===== src/rtl/led_pattern_gen.sv =====
// Multi-channel LED pattern generator.
// One brightness level is shared by all channels. It is shaped by one of four
// modes (off, steady, blink, breathe), turned into PWM, and sent to CHANNELS
// outputs. Each output has its own enable and its own polarity.
module led_pattern_gen #(
   parameter int                  CLK_HZ      = 12000000,
   parameter int                  TICK_HZ     = 1000,
   parameter int                  PWM_BITS    = 8,
   parameter int                  CHANNELS    = 3,
   parameter int                  BLINK_TICKS = 500,
   parameter logic [CHANNELS-1:0] INVERT_MASK = '0
) (
   input  logic                i_Clk,
   input  logic                i_Rst,
   input  logic [1:0]          i_Mode,
   input  logic [PWM_BITS-1:0] i_Brightness,
   input  logic                i_Load,
   input  logic [CHANNELS-1:0] i_Chan_En,
   output logic [CHANNELS-1:0] o_Led,
   output logic [1:0]          o_Mode,
   output logic [PWM_BITS-1:0] o_Level
);

   localparam int DIV = CLK_HZ / TICK_HZ;
   localparam int PW  = (DIV > 1) ? $clog2(DIV) : 1;
   localparam int BW  = (BLINK_TICKS > 1) ? $clog2(BLINK_TICKS) : 1;

   localparam logic [1:0] MODE_OFF     = 2'd0;
   localparam logic [1:0] MODE_ON      = 2'd1;
   localparam logic [1:0] MODE_BLINK   = 2'd2;
   localparam logic [1:0] MODE_BREATHE = 2'd3;

   // Breathe direction FSM states
   localparam logic [0:0] DIR_UP   = 1'b0;
   localparam logic [0:0] DIR_DOWN = 1'b1;

   logic [PW-1:0]       presc;
   logic                tick;
   logic [PWM_BITS-1:0] pwm_cnt;
   logic [1:0]          mode;
   logic [PWM_BITS-1:0] bright;
   logic [PWM_BITS-1:0] level;
   logic [BW-1:0]       blink_cnt;
   logic                phase;
   logic [0:0]          dir;
   logic                duty_on;
   logic [CHANNELS-1:0] led;

   assign tick    = (presc == PW'(DIV - 1));
   assign duty_on = (pwm_cnt < level);

   // Step-rate prescaler. A load restarts it so the pattern timing begins at the load.
   always_ff @(posedge i_Clk or posedge i_Rst) begin
      if (i_Rst)
         presc <= '0;
      else if (i_Load || tick)
         presc <= '0;
      else
         presc <= presc + 1'b1;
   end

   // Free-running PWM counter. It is realigned on a load.
   always_ff @(posedge i_Clk or posedge i_Rst) begin
      if (i_Rst)
         pwm_cnt <= '0;
      else if (i_Load)
         pwm_cnt <= '0;
      else
         pwm_cnt <= pwm_cnt + 1'b1;
   end

   // Pattern state: a load latches the settings, and every tick advances the level.
   always_ff @(posedge i_Clk or posedge i_Rst) begin
      if (i_Rst) begin
         mode      <= MODE_OFF;
         bright    <= '0;
         level     <= '0;
         blink_cnt <= '0;
         phase     <= 1'b0;
         dir       <= DIR_UP;
      end else if (i_Load) begin
         mode      <= i_Mode;
         bright    <= i_Brightness;
         blink_cnt <= '0;
         phase     <= 1'b1;
         dir       <= DIR_UP;
         case (i_Mode)
            MODE_ON, MODE_BLINK: level <= i_Brightness;
            default:             level <= '0;
         endcase
      end else if (tick) begin
         case (mode)
            MODE_OFF: level <= '0;
            MODE_ON:  level <= bright;
            MODE_BLINK: begin
               if (blink_cnt == BW'(BLINK_TICKS - 1)) begin
                  blink_cnt <= '0;
                  phase     <= ~phase;
                  // phase still holds its old value here, so the new phase is its inverse
                  level     <= phase ? '0 : bright;
               end else begin
                  blink_cnt <= blink_cnt + 1'b1;
               end
            end
            MODE_BREATHE: begin
               if (dir == DIR_UP) begin
                  if (level < bright)
                     level <= level + 1'b1;
                  else
                     dir <= DIR_DOWN;
               end else begin
                  if (level > '0)
                     level <= level - 1'b1;
                  else
                     dir <= DIR_UP;
               end
            end
            default: level <= '0;
         endcase
      end
   end

   // Registered LED drive. A disabled channel sits at its inactive polarity.
   always_ff @(posedge i_Clk or posedge i_Rst) begin
      if (i_Rst)
         led <= INVERT_MASK;
      else
         led <= ({CHANNELS{duty_on}} & i_Chan_En) ^ INVERT_MASK;
   end

   assign o_Led   = led;
   assign o_Mode  = mode;
   assign o_Level = level;

endmodule


===== config.mk =====
export PLATFORM = sky130hd
export DESIGN_NAME = led_pattern_gen
export DESIGN_NICKNAME = d
export VERILOG_FILES = /design/src/rtl/led_pattern_gen.sv
export SDC_FILE = /design/constraint.sdc
export NUM_CORES = 1
export LEC_CHECK = 0
export CORE_MARGIN = 4
export CORE_UTILIZATION = 53
export DETAILED_ROUTE_END_ITERATION = 10
export PLACE_DENSITY = 0.79
export SLEW_MARGIN = 20
export SYNTH_ARGS = -nofsm -noshare
export SYNTH_HDL_FRONTEND = slang
export SYNTH_SLANG_ARGS = --single-unit

===== constraint.sdc =====
create_clock -name i_Clk -period 3.2 [get_ports i_Clk]
set_input_delay 0.64 -clock i_Clk [delete_from_list [all_inputs] [get_ports i_Clk]]
set_output_delay 0.64 -clock i_Clk [all_outputs]
set_load 0.005 [all_outputs]

Yosys cells after proc, flatten, opt, wreduce, memory -nomap -nowiden
Cells that the tools add are included.
{"block": "totals", "regBits": 54, "inputBits": 16, "out_inout_bits": 13, "word_cells": 65}
{"block": "classes", "add_sub_neg": 5, "n_lt_le_gt_ge": 3, "eq_ne": 10, "n_mux": 25, "bitwise_logic": 2, "n_reduce_logical": 11}
{"cell": "8-bit two-way mux", "n": 9}
{"cell": "9-bit two-way mux", "n": 4}
{"cell": "8-bit one-hot mux with 4 select lines", "n": 1}
{"cell": "8-bit by 1-bit adder with 8-bit output (second input constant)", "n": 2}
{"cell": "8-bit < comparator", "n": 2}
{"cell": "14-bit by 1-bit adder with 14-bit output (second input constant)", "n": 1}
{"cell": "14-bit equality test (second input constant)", "n": 1}
{"cell": "14-bit two-way mux", "n": 1}
{"cell": "1-bit two-way mux", "n": 10}
{"cell": "9-bit by 1-bit adder with 9-bit output (second input constant)", "n": 1}
{"cell": "9-bit equality test (second input constant)", "n": 1}
{"cell": "8-bit by 1-bit > comparator with 1-bit output (second input constant)", "n": 1}
{"cell": "4-bit inequality test (second input constant)", "n": 2}
{"cell": "2-bit nonzero test", "n": 4}
{"cell": "8-bit by 1-bit subtractor with 8-bit output (second input constant)", "n": 1}
{"cell": "2-bit equality test (second input constant)", "n": 3}
{"cell": "2-bit by 1-bit equality test with 1-bit output (second input constant)", "n": 2}
{"cell": "2-bit AND reduction", "n": 2}
{"cell": "4-bit AND reduction", "n": 1}
{"cell": "3-bit AND", "n": 1}
{"cell": "3-bit inequality test (second input constant)", "n": 1}
{"cell": "3-bit AND reduction", "n": 1}
{"cell": "2-bit zero test", "n": 1}
{"cell": "2-bit OR reduction", "n": 1}
{"cell": "2 further kinds", "n": 2}

Longest topological paths before layout
Gate-level depths: netlist (run 1).
{"block": "depth", "ltp_word": 6, "depth_mapped": 9}

Least setup slack after synthesis (run 1)
OpenSTA, ideal clock, no wires.
{"block": "synth_timing", "kind": "reg-to-reg", "start": "register dir", "end": "register level[7] (netlist: o_Level[7])", "setup_ns": 0.138, "t_arrival_ns": 2.104, "path_slack_ns": 0.958, "path_stages_with_launch": 8, "path_buffers": 0, "cell_sequence": "dfrtp_1 > ha_1 > and3_1 > a2111oi_1 > o21ai_1 > and4_1 > nor3_1 > o2111ai_1"}
{"block": "synth_via", "elab_chain_cells": 4}
{"element": "from (decl)", "line_no": "45", "source": "logic [0:0] dir;"}
{"element": "from (signal assigned)", "line_no": "80", "source": "dir <= DIR_UP;"}
{"element": "from (signal assigned)", "line_no": "86", "source": "dir <= DIR_UP;"}
{"element": "from (signal assigned)", "line_no": "110", "source": "dir <= DIR_DOWN;"}
{"element": "8-bit two-way mux", "line_no": "106", "source": "if (dir == DIR_UP) begin"}
{"element": "8-bit one-hot mux with 4 select lines", "line_no": "92", "source": "case (mode)"}
{"element": "8-bit two-way mux", "line_no": "91", "source": "end else if (tick) begin"}
{"element": "8-bit two-way mux", "line_no": "81", "source": "end else if (i_Load) begin"}
{"element": "to (signal assigned)", "line_no": "88", "source": "MODE_ON, MODE_BLINK: level <= i_Brightness;"}
{"element": "to (signal assigned)", "line_no": "94", "source": "MODE_ON: level <= bright;"}
{"element": "to (signal assigned)", "line_no": "108", "source": "level <= level + 1'b1;"}
{"element": "to (decl)", "line_no": "42", "source": "logic [PWM_BITS-1:0] level;"}
Parallel ways exist; a longest one is shown, timed or not. The select of a mux whose other input is x is not followed.
A chain may end at the register's enable or synchronous reset.

Final worst setup path (run 1)
Ends and elaborated chain as after synthesis.

==> results of run 1 <==
-- stage by stage --
| stage | setup WS (ns) | util [%] |
|---|---|---|
| after floorplan | 0.9584 | - |
| after global placement | 0.5206 | 60.95 |
| after detailed placement | 0.4097 | 60.95 |
| after CTS | 0.3587 | 62.55 |
| after global routing | 0.1310 | 62.74 |
| final | 0.4635 | 62.74 |
-- power by group --
group          switching [mW]  internal [mW]  total (mW)
Combinational           0.168          0.168       0.336
Sequential             0.0530          0.722       0.775
Clock                   0.231          0.179       0.410
Total                   0.452           1.07        1.52
-- routing by layer --
metal  GRT usage, %  vias up
met5              0        -
met4          6.331        0
met3          3.458        7
met2          32.24       42
met1          27.82     1228
li1               -     1277
-- sequential cells by signal (all words and copies together), names as in the netlist --
| name | cells |
|---|---|
| blink_cnt | 9 |
| bright | 8 |
| dir | 1 |
| o_Led | 3 |
| o_Level | 8 |
| o_Mode | 2 |
| phase | 1 |
| presc | 14 |
| pwm_cnt | 8 |
-- critical path: stages, from the launching register on --
cell                        delay (ns)
sky130_fd_sc_hd__dfrtp_1          0.67
sky130_fd_sc_hd__ha_1             0.39
sky130_fd_sc_hd__and3_1           0.21
sky130_fd_sc_hd__a2111oi_1        0.58
sky130_fd_sc_hd__o21ai_1          0.19
sky130_fd_sc_hd__and4_1           0.24
sky130_fd_sc_hd__nor3_1           0.21
sky130_fd_sc_hd__o2111ai_1        0.12
-- how the worst max path moves through the flow --
| stage | endpoint | slack, ns | cells after the start |
|---|---|---|---|
| 3_3_place_gp | o_Level[6]$_DFFE_PP0P_ | 0.52 | 7 |
| 3_5_place_dp | o_Level[3]$_DFFE_PP0P_ | 0.41 | 7 |
| 5_1_grt | o_Level[7]$_DFFE_PP0P_ | 0.13 | 7 |
| 4_1_cts | o_Level[3]$_DFFE_PP0P_ | 0.36 | 7 |
| 2_1_floorplan | o_Level[7]$_DFFE_PP0P_ | 0.96 | 7 |
| 6_report | o_Level[7]$_DFFE_PP0P_ | 0.46 | 7 |
-- kinds of logic (layout without fill, tap and decap cells) --
| family | after synthesis | in the layout | synth area share [%] |
|---|---|---|---|
| buffers and inverters | 32 | 64 | 3.807 |
| multiplexers | 7 | 7 | 2.409 |
| XOR/XNOR | 24 | 24 | 6.527 |
| flip-flops | 54 | 54 | 41.96 |
| AND/OR/NAND/NOR | 137 | 137 | 22.15 |
| AO/OA/AOI/OAI | 70 | 70 | 13.60 |
| adder cells (fa/ha/maj) | 24 | 24 | 9.557 |
-- cells in the final DEF, fill, tap and decap left out, types with 8 or more instances in the layout --
cell	Yosys	layout
sky130_fd_sc_hd__o21ai_1	11	11
sky130_fd_sc_hd__xnor2_1	10	10
sky130_fd_sc_hd__inv_1	22	21
sky130_fd_sc_hd__nand2b_1	9	9
sky130_fd_sc_hd__xor2_1	14	14
sky130_fd_sc_hd__and3_1	8	8
sky130_fd_sc_hd__nand2_1	33	33
sky130_fd_sc_hd__a21oi_1	12	12
sky130_fd_sc_hd__nand3_1	15	15
sky130_fd_sc_hd__ha_1	23	23
sky130_fd_sc_hd__o21ai_0	22	22
sky130_fd_sc_hd__nor2_1	39	39
sky130_fd_sc_hd__dfrtp_1	54	54
sky130_fd_sc_hd__clkdlybuf4s50_1	0	28
-- cell type report --
| cell class | instances | area, um2 |
|---|---|---|
| fill | 498 | 2206 |
| inverter | 23 | 86.33 |
| timing repair buffer | 33 | 330.3 |
| tap | 75 | 93.84 |
| multi-input combinational | 262 | 1758 |
| sequential | 54 | 1351 |
| clock inverter | 1 | 8.758 |
| clock buffer | 7 | 86.33 |
==> impl_metrics.xml, run 1 <==
<?xml version="1.0" encoding="UTF-8"?>
<metrics>
  <group name="critical_path">
    <metric name="crit_path_max_fanout" unit="">15</metric>
    <metric name="setup.worst_path.class" unit="">reg -&gt; reg</metric>
    <metric name="startpoint" unit="">dir$_DFFE_PP0P_</metric>
    <metric name="timing.critical_path.required" unit="ns">3.39</metric>
    <metric name="rr_endpoint" unit="">o_Level[7]$_DFFE_PP0P_</metric>
    <metric name="crit_path_launch_type" unit="">flip-flop</metric>
    <metric name="reg2reg_setup_slack" unit="ns">0.46</metric>
    <metric name="worstRegToRegCells" unit="">7</metric>
    <metric name="arrival" unit="ns">2.92</metric>
    <metric name="crit-reg2reg-launch" unit="">dir$_DFFE_PP0P_</metric>
    <metric name="critPathCaptureType" unit="">flip-flop</metric>
  </group>
  <group name="detailed_routing">
    <metric name="route.met3.wl" unit="um">295</metric>
    <metric name="number_of_remaining_drc_errors" unit="">0</metric>
    <metric name="detail_route_met2_wl" unit="um">3139</metric>
    <metric name="topRoutingLayerUsed" unit="">met4</metric>
    <metric name="via_total_after_detailed_routing" unit="">2554</metric>
    <metric name="drtIter0Drc" unit="">143</metric>
    <metric name="routed_via_density" unit="">5.613</metric>
    <metric name="totalWireLength" unit="um">6595</metric>
    <metric name="drt_first_pass_iters" unit="">4</metric>
    <metric name="wl_per_cell" unit="um">14.49</metric>
    <metric name="final_antenna_net_count" unit="">0</metric>
    <metric name="wirelength_met1" unit="um">3084</metric>
  </group>
  <group name="cells_and_area">
    <metric name="area_growth" unit="%">15.35</metric>
    <metric name="drive_gt1_share" unit="%">5.263</metric>
    <metric name="postLayoutCellArea" unit="mm2">0.003715</metric>
    <metric name="final_cell_count_no_fill" unit="">455</metric>
    <metric name="fin_nets" unit="">419</metric>
    <metric name="antenna_cells" unit="">0</metric>
  </group>
  <group name="pwr">
    <metric name="vdd_drop_max" unit="mV">0.2134</metric>
    <metric name="power_leakage" unit="nW">1.673</metric>
    <metric name="cellPowerDensity" unit="mW/mm2">409.7</metric>
    <metric name="total_power" unit="mW">1.522</metric>
  </group>
  <group name="sta">
    <metric name="rsz_0062_raised_after_global_routing" unit="">no</metric>
    <metric name="final-max-slew-violation-count" unit="">0</metric>
    <metric name="timing.slew.headroom" unit="%">41.83</metric>
    <metric name="setup_viol" unit="">0</metric>
    <metric name="finalWorstPathRequiredPeriod" unit="ns">2.736</metric>
    <metric name="timing_hold_violations_final" unit="">0</metric>
    <metric name="share_of_the_clock_period_used_by_the_worst_path" unit="%">85.51</metric>
    <metric name="timing.clock.skew" unit="ns">0.009056</metric>
    <metric name="final.setup.tns" unit="ns">0</metric>
    <metric name="worst_pin_slew" unit="ns">0.8663</metric>
    <metric name="hold_ws" unit="ns">0.4834</metric>
    <metric name="max_freq" unit="GHz">0.3654</metric>
  </group>
  <group name="logic_synthesis">
    <metric name="synthCells" unit="">348</metric>
    <metric name="syn-mean-instance-area" unit="um2">9.255</metric>
    <metric name="synth-seq-area-share" unit="%">41.96</metric>
    <metric name="leading_cell_type_by_number_of_instances_after_synthesis" unit="">sky130_fd_sc_hd__dfrtp_1</metric>
    <metric name="postSynthRegisterBits" unit="">54</metric>
    <metric name="yosys.area.top_type_share" unit="%">41.96</metric>
    <metric name="synth_enable_flop_cells" unit="">0</metric>
    <metric name="synth.top_cells.by_count" unit="">54 x sky130_fd_sc_hd__dfrtp_1, 39 x sky130_fd_sc_hd__nor2_1, 33 x sky130_fd_sc_hd__nand2_1</metric>
    <metric name="synth.yosys.warnings" unit="">0</metric>
    <metric name="post-synth-top-area-cell" unit="">sky130_fd_sc_hd__dfrtp_1</metric>
    <metric name="synth-async-reset-ratio" unit="%">100.0</metric>
    <metric name="synthDistinctLibCells" unit="">51</metric>
    <metric name="synth_top_cells_by_area" unit="">sky130_fd_sc_hd__dfrtp_1 42%, sky130_fd_sc_hd__ha_1 8.9%, sky130_fd_sc_hd__nor2_1 4.5%</metric>
    <metric name="postSynth.topFlopCell" unit="">sky130_fd_sc_hd__dfrtp_1</metric>
    <metric name="synthesized_nets" unit="">388</metric>
    <metric name="synth.cell_area" unit="mm2">0.003221</metric>
  </group>
  <group name="floorplanning">
    <metric name="design.portCount" unit="">29</metric>
    <metric name="die_area" unit="mm2">0.007387</metric>
    <metric name="die_h" unit="um">85.95</metric>
    <metric name="fp.coreArea" unit="mm2">0.005921</metric>
    <metric name="die_w" unit="um">85.95</metric>
    <metric name="initial_utilization" unit="%">54.40</metric>
    <metric name="rows" unit="">28</metric>
  </group>
  <group name="job">
    <metric name="cap_viol_max_count" unit="">0</metric>
  </group>
  <group name="worst_hold_path">
    <metric name="whs_endpoint" unit="">pwm_cnt[0]$_DFF_PP0_</metric>
    <metric name="worst_hold_path.num_cells" unit="">1</metric>
    <metric name="hold_path.class" unit="">reg -&gt; reg</metric>
    <metric name="hold_path_start" unit="">pwm_cnt[0]$_DFF_PP0_</metric>
  </group>
  <group name="clock_network">
    <metric name="tritoncts.num_buffers" unit="">5</metric>
    <metric name="cts_htree_levels" unit="">2</metric>
    <metric name="numClockSinks" unit="">54</metric>
    <metric name="hold_buffers" unit="">0</metric>
    <metric name="tritoncts_clock_tree" unit="">done</metric>
    <metric name="clk_pin_slew_worst_paths" unit="ns">0.10</metric>
    <metric name="clock_insertion_delay_worst_skew" unit="ns">0.31</metric>
    <metric name="max_buffers_root_to_sink" unit="">2</metric>
    <metric name="cts_root_buf" unit="">sky130_fd_sc_hd__clkbuf_8</metric>
    <metric name="post_cts_resized" unit="">0</metric>
    <metric name="postCtsSetupRepairBufs" unit="">0</metric>
  </group>
  <group name="global_routing">
    <metric name="grt_start_max_net_pins" unit="">30</metric>
    <metric name="global_route_wire_length_before_repair" unit="um">11980</metric>
    <metric name="via_count_of_the_first_global_routing_pass" unit="">2569</metric>
    <metric name="antenna_found_initial" unit="">0</metric>
    <metric name="overflow" unit="">0</metric>
    <metric name="grt_usage" unit="%">20.13</metric>
  </group>
  <group name="placed_design">
    <metric name="port_buffers" unit="">28</metric>
    <metric name="dp_cells" unit="">447</metric>
    <metric name="gpl.final_weighted_congestion" unit="">0.8963</metric>
    <metric name="placed_cell_area" unit="mm2">0.003608</metric>
    <metric name="final_hpwl_from_detailed_placement" unit="um">4854</metric>
  </group>
  <group name="outcome">
    <metric name="status" unit="">complete, no violations</metric>
  </group>
</metrics>
No activity file was read; power rests on OpenSTA's default activity.
==> run 2: changes to the inputs <==
--- a/config.mk
+++ b/config.mk
@@ -7,8 +7,9 @@
 export LEC_CHECK = 0
 export CORE_MARGIN = 4
 export CORE_UTILIZATION = 53
+export CTS_BUF_LIST = sky130_fd_sc_hd__clkbuf_2
 export DETAILED_ROUTE_END_ITERATION = 10
-export PLACE_DENSITY = 0.79
+export PLACE_DENSITY = 0.71
 export SLEW_MARGIN = 20
 export SYNTH_ARGS = -nofsm -noshare
 export SYNTH_HDL_FRONTEND = slang
==> impl_metrics.xml, run 2 (synthesized netlist as in run 1, its figures left out) <==
<?xml version="1.0" encoding="UTF-8"?>
<metrics>
  <group name="detailed_routing">
    <metric name="number_of_remaining_drc_errors" unit="">0</metric>
    <metric name="routed_via_density" unit="">5.578</metric>
    <metric name="wl_per_cell" unit="um">14.82</metric>
    <metric name="drtIter0Drc" unit="">128</metric>
    <metric name="via_total_after_detailed_routing" unit="">2527</metric>
    <metric name="totalWireLength" unit="um">6714</metric>
    <metric name="drt_first_pass_iters" unit="">5</metric>
    <metric name="final_antenna_net_count" unit="">0</metric>
  </group>
  <group name="floorplanning">
    <metric name="die_h" unit="um">85.95</metric>
    <metric name="die_area" unit="mm2">0.007387</metric>
    <metric name="die_w" unit="um">85.95</metric>
    <metric name="design.portCount" unit="">29</metric>
    <metric name="fp.coreArea" unit="mm2">0.005921</metric>
    <metric name="initial_utilization" unit="%">54.40</metric>
    <metric name="rows" unit="">28</metric>
  </group>
  <group name="clock_network">
    <metric name="hold_buffers" unit="">0</metric>
    <metric name="clk_pin_slew_worst_paths" unit="ns">0.27</metric>
    <metric name="tritoncts.num_buffers" unit="">5</metric>
    <metric name="max_buffers_root_to_sink" unit="">2</metric>
    <metric name="postCtsSetupRepairBufs" unit="">0</metric>
    <metric name="cts_htree_levels" unit="">2</metric>
    <metric name="clock_insertion_delay_worst_skew" unit="ns">0.44</metric>
    <metric name="tritoncts_clock_tree" unit="">done</metric>
    <metric name="cts_root_buf" unit="">sky130_fd_sc_hd__clkbuf_2</metric>
    <metric name="post_cts_resized" unit="">0</metric>
    <metric name="numClockSinks" unit="">54</metric>
  </group>
  <group name="outcome">
    <metric name="status" unit="">complete, no violations</metric>
  </group>
  <group name="cells_and_area">
    <metric name="fin_nets" unit="">417</metric>
    <metric name="antenna_cells" unit="">0</metric>
    <metric name="fraction_of_the_core_area_covered_by_cells_at_the_end_of_the_flow" unit="%">61.81</metric>
    <metric name="layout.cells.most_common" unit="">sky130_fd_sc_hd__dfrtp_1</metric>
    <metric name="mostFrequentLayoutCells" unit="">54 x sky130_fd_sc_hd__dfrtp_1, 39 x sky130_fd_sc_hd__nor2_1, 33 x sky130_fd_sc_hd__nand2_1</metric>
    <metric name="drive_gt1_share" unit="%">5.026</metric>
    <metric name="largestRegisters" unit="">presc: 14 flops, blink_cnt: 9 flops</metric>
    <metric name="largest_register_ff_count" unit="">14</metric>
    <metric name="area_growth" unit="%">13.64</metric>
    <metric name="registers.top_by_ff_count" unit="">presc</metric>
  </group>
  <group name="critical_path">
    <metric name="setup.worst_path.class" unit="">reg -&gt; reg</metric>
    <metric name="timing.critical_path.required" unit="ns">3.58</metric>
    <metric name="crit-reg2reg-launch" unit="">dir$_DFFE_PP0P_</metric>
    <metric name="arrival" unit="ns">3.11</metric>
    <metric name="reg2reg_setup_slack" unit="ns">0.47</metric>
    <metric name="crit_path_launch_type" unit="">flip-flop</metric>
    <metric name="max_stage_delay" unit="ns">0.75</metric>
    <metric name="crit_path_max_fanout" unit="">15</metric>
    <metric name="rr_endpoint" unit="">o_Level[7]$_DFFE_PP0P_</metric>
    <metric name="path_cells" unit="">ha_1 -&gt; and3_1 -&gt; a2111oi_1 -&gt; o21ai_1 -&gt; nor4b_1 -&gt; nor3_1 -&gt; o2111ai_1</metric>
    <metric name="critical_path.slowest_cell" unit="">sky130_fd_sc_hd__dfrtp_1</metric>
    <metric name="critPathCaptureType" unit="">flip-flop</metric>
    <metric name="worstRegToRegCells" unit="">7</metric>
  </group>
  <group name="pwr">
    <metric name="vdd_drop_max" unit="mV">0.2313</metric>
    <metric name="power_leakage" unit="nW">1.649</metric>
    <metric name="cellPowerDensity" unit="mW/mm2">400.4</metric>
  </group>
  <group name="sta">
    <metric name="timing.slew.headroom" unit="%">48.49</metric>
    <metric name="max_freq" unit="GHz">0.3668</metric>
    <metric name="worst_pin_slew" unit="ns">0.7671</metric>
    <metric name="final.setup.tns" unit="ns">0</metric>
    <metric name="share_of_the_clock_period_used_by_the_worst_path" unit="%">85.19</metric>
    <metric name="final-max-slew-violation-count" unit="">0</metric>
    <metric name="timing_hold_violations_final" unit="">0</metric>
    <metric name="timing.clock.skew" unit="ns">0.03515</metric>
    <metric name="finalWorstPathRequiredPeriod" unit="ns">2.726</metric>
    <metric name="rsz_0062_raised_after_global_routing" unit="">no</metric>
    <metric name="setup_viol" unit="">0</metric>
  </group>
  <group name="global_routing">
    <metric name="via_count_of_the_first_global_routing_pass" unit="">2581</metric>
    <metric name="grt_start_max_net_pins" unit="">55</metric>
    <metric name="grt_usage" unit="%">20.04</metric>
    <metric name="antenna_found_initial" unit="">0</metric>
    <metric name="overflow" unit="">0</metric>
    <metric name="global_route_wire_length_before_repair" unit="um">11960</metric>
  </group>
  <group name="worst_hold_path">
    <metric name="whs_endpoint" unit="">pwm_cnt[0]$_DFF_PP0_</metric>
    <metric name="worst_hold_path.num_cells" unit="">1</metric>
    <metric name="hold_path.class" unit="">reg -&gt; reg</metric>
    <metric name="hold_path_start" unit="">pwm_cnt[0]$_DFF_PP0_</metric>
  </group>
  <group name="placed_design">
    <metric name="port_buffers" unit="">28</metric>
    <metric name="final_hpwl_from_detailed_placement" unit="um">4865</metric>
    <metric name="gpl.final_weighted_congestion" unit="">0.8403</metric>
  </group>
  <group name="job">
    <metric name="cap_viol_max_count" unit="">0</metric>
  </group>
</metrics>
-- run 2: cell types whose count changed in the layout (fill, tap and decap cells not counted) --
cell / change
sky130_fd_sc_hd__clkbuf_1: -1
sky130_fd_sc_hd__buf_4: -1
sky130_fd_sc_hd__clkinvlp_4: +1
sky130_fd_sc_hd__clkbuf_2: +6
sky130_fd_sc_hd__buf_12: -1
sky130_fd_sc_hd__bufinv_16: +1
sky130_fd_sc_hd__clkbuf_8: -6
sky130_fd_sc_hd__inv_6: -1
-- run 2: worst max path at each step --
| stage | endpoint | cells after the start | from | slack (ns) |
|---|---|---|---|---|
| after global routing | o_Level[7]$_DFFE_PP0P_ | 7 | dir$_DFFE_PP0P_ | 0.15 |
| after CTS | o_Level[4]$_DFFE_PP0P_ | 7 | presc[0]$_DFF_PP0_ | 0.39 |
| final | o_Level[7]$_DFFE_PP0P_ | 7 | dir$_DFFE_PP0P_ | 0.47 |
| after floorplan | o_Level[7]$_DFFE_PP0P_ | 7 | dir$_DFFE_PP0P_ | 0.96 |
| after detailed placement | o_Level[4]$_DFFE_PP0P_ | 7 | presc[0]$_DFF_PP0_ | 0.41 |
| after global placement | o_Level[5]$_DFFE_PP0P_ | 7 | presc[0]$_DFF_PP0_ | 0.51 |
-- run 2: per-layer routing --
metal	wire, um	GRT usage (%)	vias up
met5	0	0	-
met4	90	5.324	0
met3	292	3.554	8
met2	3115	32.73	55
met1	3215	27.50	1193
li1	-	-	1271
-- run 2: worst max-delay path, delay by kind of cell (launching register included) --
| kind | cells | cell delay [ns] |
|---|---|---|
| and+or+nand+nor | 3 | 0.59 |
| DFF | 1 | 0.75 |
| AOI/OAI and AO/OA | 3 | 0.94 |
| adders and majority gates | 1 | 0.39 |
-- run 2: cell type report --
class,instances,area [um2]
Clock buffer,6,30.03
Tap cell,75,93.84
Timing Repair Buffer,31,302.8
Multi-Input combinational cell,262,1758
Clock inverter,2,37.54
Inverter,23,86.33
Fill cell,522,2261
Sequential cell,54,1351
-- run 2: where the power goes --
part | leakage (nW) | switching [mW] | total [mW] | internal, mW
clock | 0.0392 | 0.215 | 0.350 | 0.135
sequential | 0.710 | 0.0597 | 0.783 | 0.724
combinational | 0.900 | 0.167 | 0.332 | 0.166
total | 1.65 | 0.441 | 1.47 | 1.02
-- run 2: stage by stage --
stage	hold WS [ns]	instances	total power, mW	instance area, um2	setup WS [ns]
2_1_floorplan	0.4291	348	0.9822	3221	0.9584
3_3_place_gp	0.4575	445	1.120	3581	0.5111
3_5_place_dp	0.4662	445	1.129	3581	0.4052
4_1_cts	0.4964	453	1.479	3649	0.3919
5_1_grt	0.5300	453	1.560	3660	0.1463
6_report	0.4893	453	1.465	3660	0.4740
==> run 3: changes to the inputs <==
--- a/config.mk
+++ b/config.mk
@@ -6,10 +6,10 @@
 export NUM_CORES = 1
 export LEC_CHECK = 0
 export CORE_MARGIN = 4
-export CORE_UTILIZATION = 53
+export CORE_UTILIZATION = 35
 export CTS_BUF_LIST = sky130_fd_sc_hd__clkbuf_2
 export DETAILED_ROUTE_END_ITERATION = 10
-export PLACE_DENSITY = 0.71
+export PLACE_DENSITY = 0.55
 export SLEW_MARGIN = 20
 export SYNTH_ARGS = -nofsm -noshare
 export SYNTH_HDL_FRONTEND = slang
==> impl_metrics.xml, run 3 (synthesized netlist as in run 1, its figures left out) <==
<?xml version="1.0" encoding="UTF-8"?>
<metrics>
  <group name="clock_network">
    <metric name="postCtsSetupRepairBufs" unit="">0</metric>
    <metric name="cts_htree_levels" unit="">2</metric>
    <metric name="tritoncts.num_buffers" unit="">5</metric>
    <metric name="clock_insertion_delay_worst_skew" unit="ns">0.45</metric>
    <metric name="max_buffers_root_to_sink" unit="">2</metric>
    <metric name="numClockSinks" unit="">54</metric>
    <metric name="post_cts_resized" unit="">0</metric>
    <metric name="tritoncts_clock_tree" unit="">done</metric>
    <metric name="cts_root_buf" unit="">sky130_fd_sc_hd__clkbuf_2</metric>
    <metric name="hold_buffers" unit="">0</metric>
    <metric name="clk_pin_slew_worst_paths" unit="ns">0.28</metric>
  </group>
  <group name="critical_path">
    <metric name="path_cells" unit="">ha_1 -&gt; and3_1 -&gt; a2111oi_1 -&gt; o21ai_1 -&gt; nor4b_1 -&gt; nor3_1 -&gt; o2111ai_1</metric>
    <metric name="critical_path.slowest_cell" unit="">sky130_fd_sc_hd__dfrtp_1</metric>
    <metric name="setup.worst_path.class" unit="">reg -&gt; reg</metric>
    <metric name="crit_path_max_fanout" unit="">15</metric>
    <metric name="max_stage_delay" unit="ns">0.73</metric>
    <metric name="worstRegToRegCells" unit="">7</metric>
    <metric name="crit_path_launch_type" unit="">flip-flop</metric>
    <metric name="critPathCaptureType" unit="">flip-flop</metric>
    <metric name="arrival" unit="ns">3.06</metric>
    <metric name="crit-reg2reg-launch" unit="">dir$_DFFE_PP0P_</metric>
    <metric name="rr_endpoint" unit="">o_Level[7]$_DFFE_PP0P_</metric>
    <metric name="timing.critical_path.required" unit="ns">3.59</metric>
    <metric name="reg2reg_setup_slack" unit="ns">0.53</metric>
  </group>
  <group name="global_routing">
    <metric name="via_count_of_the_first_global_routing_pass" unit="">2522</metric>
    <metric name="overflow" unit="">0</metric>
    <metric name="global_route_wire_length_before_repair" unit="um">12530</metric>
    <metric name="antenna_found_initial" unit="">0</metric>
    <metric name="grt_usage" unit="%">14.02</metric>
    <metric name="grt_start_max_net_pins" unit="">55</metric>
  </group>
  <group name="sta">
    <metric name="setup_viol" unit="">0</metric>
    <metric name="rsz_0062_raised_after_global_routing" unit="">no</metric>
    <metric name="timing_hold_violations_final" unit="">0</metric>
    <metric name="share_of_the_clock_period_used_by_the_worst_path" unit="%">83.46</metric>
    <metric name="post-route-worst-setup-slack" unit="ns">0.5293</metric>
    <metric name="worst_pin_slew" unit="ns">0.8606</metric>
    <metric name="final.setup.tns" unit="ns">0</metric>
    <metric name="max_freq" unit="GHz">0.3744</metric>
    <metric name="hold_ws" unit="ns">0.4971</metric>
    <metric name="timing.clock.skew" unit="ns">0.02504</metric>
    <metric name="timing.slew.headroom" unit="%">42.21</metric>
    <metric name="final-max-slew-violation-count" unit="">0</metric>
    <metric name="finalWorstPathRequiredPeriod" unit="ns">2.671</metric>
  </group>
  <group name="cells_and_area">
    <metric name="area_growth" unit="%">14.69</metric>
    <metric name="fraction_of_the_core_area_covered_by_cells_at_the_end_of_the_flow" unit="%">41.74</metric>
    <metric name="largestRegisters" unit="">presc: 14 flops, blink_cnt: 9 flops</metric>
    <metric name="layout.cells.most_common" unit="">sky130_fd_sc_hd__dfrtp_1</metric>
    <metric name="drive_gt1_share" unit="%">5.526</metric>
    <metric name="registers.top_by_ff_count" unit="">presc</metric>
    <metric name="largest_register_ff_count" unit="">14</metric>
    <metric name="mostFrequentLayoutCells" unit="">54 x sky130_fd_sc_hd__dfrtp_1, 39 x sky130_fd_sc_hd__nor2_1, 33 x sky130_fd_sc_hd__nand2_1</metric>
    <metric name="fin_nets" unit="">419</metric>
    <metric name="antenna_cells" unit="">0</metric>
  </group>
  <group name="pwr">
    <metric name="power_leakage" unit="nW">1.642</metric>
    <metric name="cellPowerDensity" unit="mW/mm2">378.9</metric>
    <metric name="vdd_drop_max" unit="mV">0.1420</metric>
    <metric name="total_power" unit="mW">1.400</metric>
  </group>
  <group name="floorplanning">
    <metric name="rows" unit="">34</metric>
    <metric name="die_area" unit="mm2">0.01080</metric>
    <metric name="die_w" unit="um">103.9</metric>
    <metric name="design.portCount" unit="">29</metric>
    <metric name="fp.coreArea" unit="mm2">0.008848</metric>
    <metric name="die_h" unit="um">103.9</metric>
    <metric name="initial_utilization" unit="%">36.40</metric>
  </group>
  <group name="job">
    <metric name="cap_viol_max_count" unit="">0</metric>
  </group>
  <group name="detailed_routing">
    <metric name="drtIter0Drc" unit="">115</metric>
    <metric name="number_of_remaining_drc_errors" unit="">0</metric>
    <metric name="wl_per_cell" unit="um">14.70</metric>
    <metric name="via_total_after_detailed_routing" unit="">2508</metric>
    <metric name="routed_via_density" unit="">5.139</metric>
    <metric name="drt_first_pass_iters" unit="">4</metric>
    <metric name="totalWireLength" unit="um">7174</metric>
    <metric name="final_antenna_net_count" unit="">0</metric>
  </group>
  <group name="outcome">
    <metric name="status" unit="">complete, no violations</metric>
  </group>
  <group name="worst_hold_path">
    <metric name="hold_path.class" unit="">in -&gt; async</metric>
  </group>
  <group name="placed_design">
    <metric name="port_buffers" unit="">28</metric>
    <metric name="gpl.final_weighted_congestion" unit="">0.7916</metric>
    <metric name="final_hpwl_from_detailed_placement" unit="um">5219</metric>
    <metric name="dp_worst_setup_slack" unit="ns">0.5301</metric>
  </group>
</metrics>
-- run 3: cell types whose count changed in the layout (fill, tap and decap cells not counted) --
cell                         delta
sky130_fd_sc_hd__clkinvlp_4     -1
sky130_fd_sc_hd__clkinv_2       +1
sky130_fd_sc_hd__buf_4          +1
sky130_fd_sc_hd__buf_12         +1
sky130_fd_sc_hd__o41ai_2        +1
sky130_fd_sc_hd__o41ai_4        -1
sky130_fd_sc_hd__clkinv_4       +1
sky130_fd_sc_hd__bufinv_16      -1
-- run 3: metal layers --
metal | global-route usage (%) | vias up | part of all wire [%]
li1 | - | 1276 | -
met1 | 19.26 | 1205 | 49
met2 | 23.21 | 21 | 48
met3 | 2.359 | 6 | 1.7
met4 | 3.134 | 0 | 1.1
met5 | 0 | - | 0
-- run 3: critical path, delay by kind of cell (launching register included) --
family | cells | cell delay [ns]
fa+ha+maj | 1 | 0.39
simple gates | 3 | 0.61
flops | 1 | 0.73
compound gates | 3 | 0.91
-- run 3: worst max path at each step --
stage / startpoint / end / slack (ns)
floorplan: dir$_DFFE_PP0P_ / o_Level[7]$_DFFE_PP0P_ / 0.96
global placement: i_Mode[1] / o_Level[6]$_DFFE_PP0P_ / 0.50
detailed placement: i_Mode[1] / o_Level[6]$_DFFE_PP0P_ / 0.53
CTS: dir$_DFFE_PP0P_ / o_Level[7]$_DFFE_PP0P_ / 0.54
global route: dir$_DFFE_PP0P_ / o_Level[7]$_DFFE_PP0P_ / 0.27
finish: dir$_DFFE_PP0P_ / o_Level[7]$_DFFE_PP0P_ / 0.53
-- run 3: layout make-up --
class	instances	area, um2
Timing Repair Buffer	33	330.3
Sequential cell	54	1351
Clock buffer	6	30.03
Tap cell	108	135.1
Clock inverter	2	13.76
Fill cell	928	5155
Inverter	23	86.33
Multi-Input combinational cell	262	1747
-- run 3: where the power goes --
group / switching, mW / leakage (nW) / internal [mW]
clock: 0.220 / 0.0330 / 0.0578
combinational: 0.168 / 0.899 / 0.169
sequential: 0.0614 / 0.710 / 0.724
-- run 3: stage by stage --
| step | instances | area, um2 |
|---|---|---|
| after floorplan | 348 | 3221 |
| after global placement | 480 | 3650 |
| after detailed placement | 480 | 3650 |
| after CTS | 488 | 3694 |
| after global routing | 488 | 3694 |
| final | 488 | 3694 |
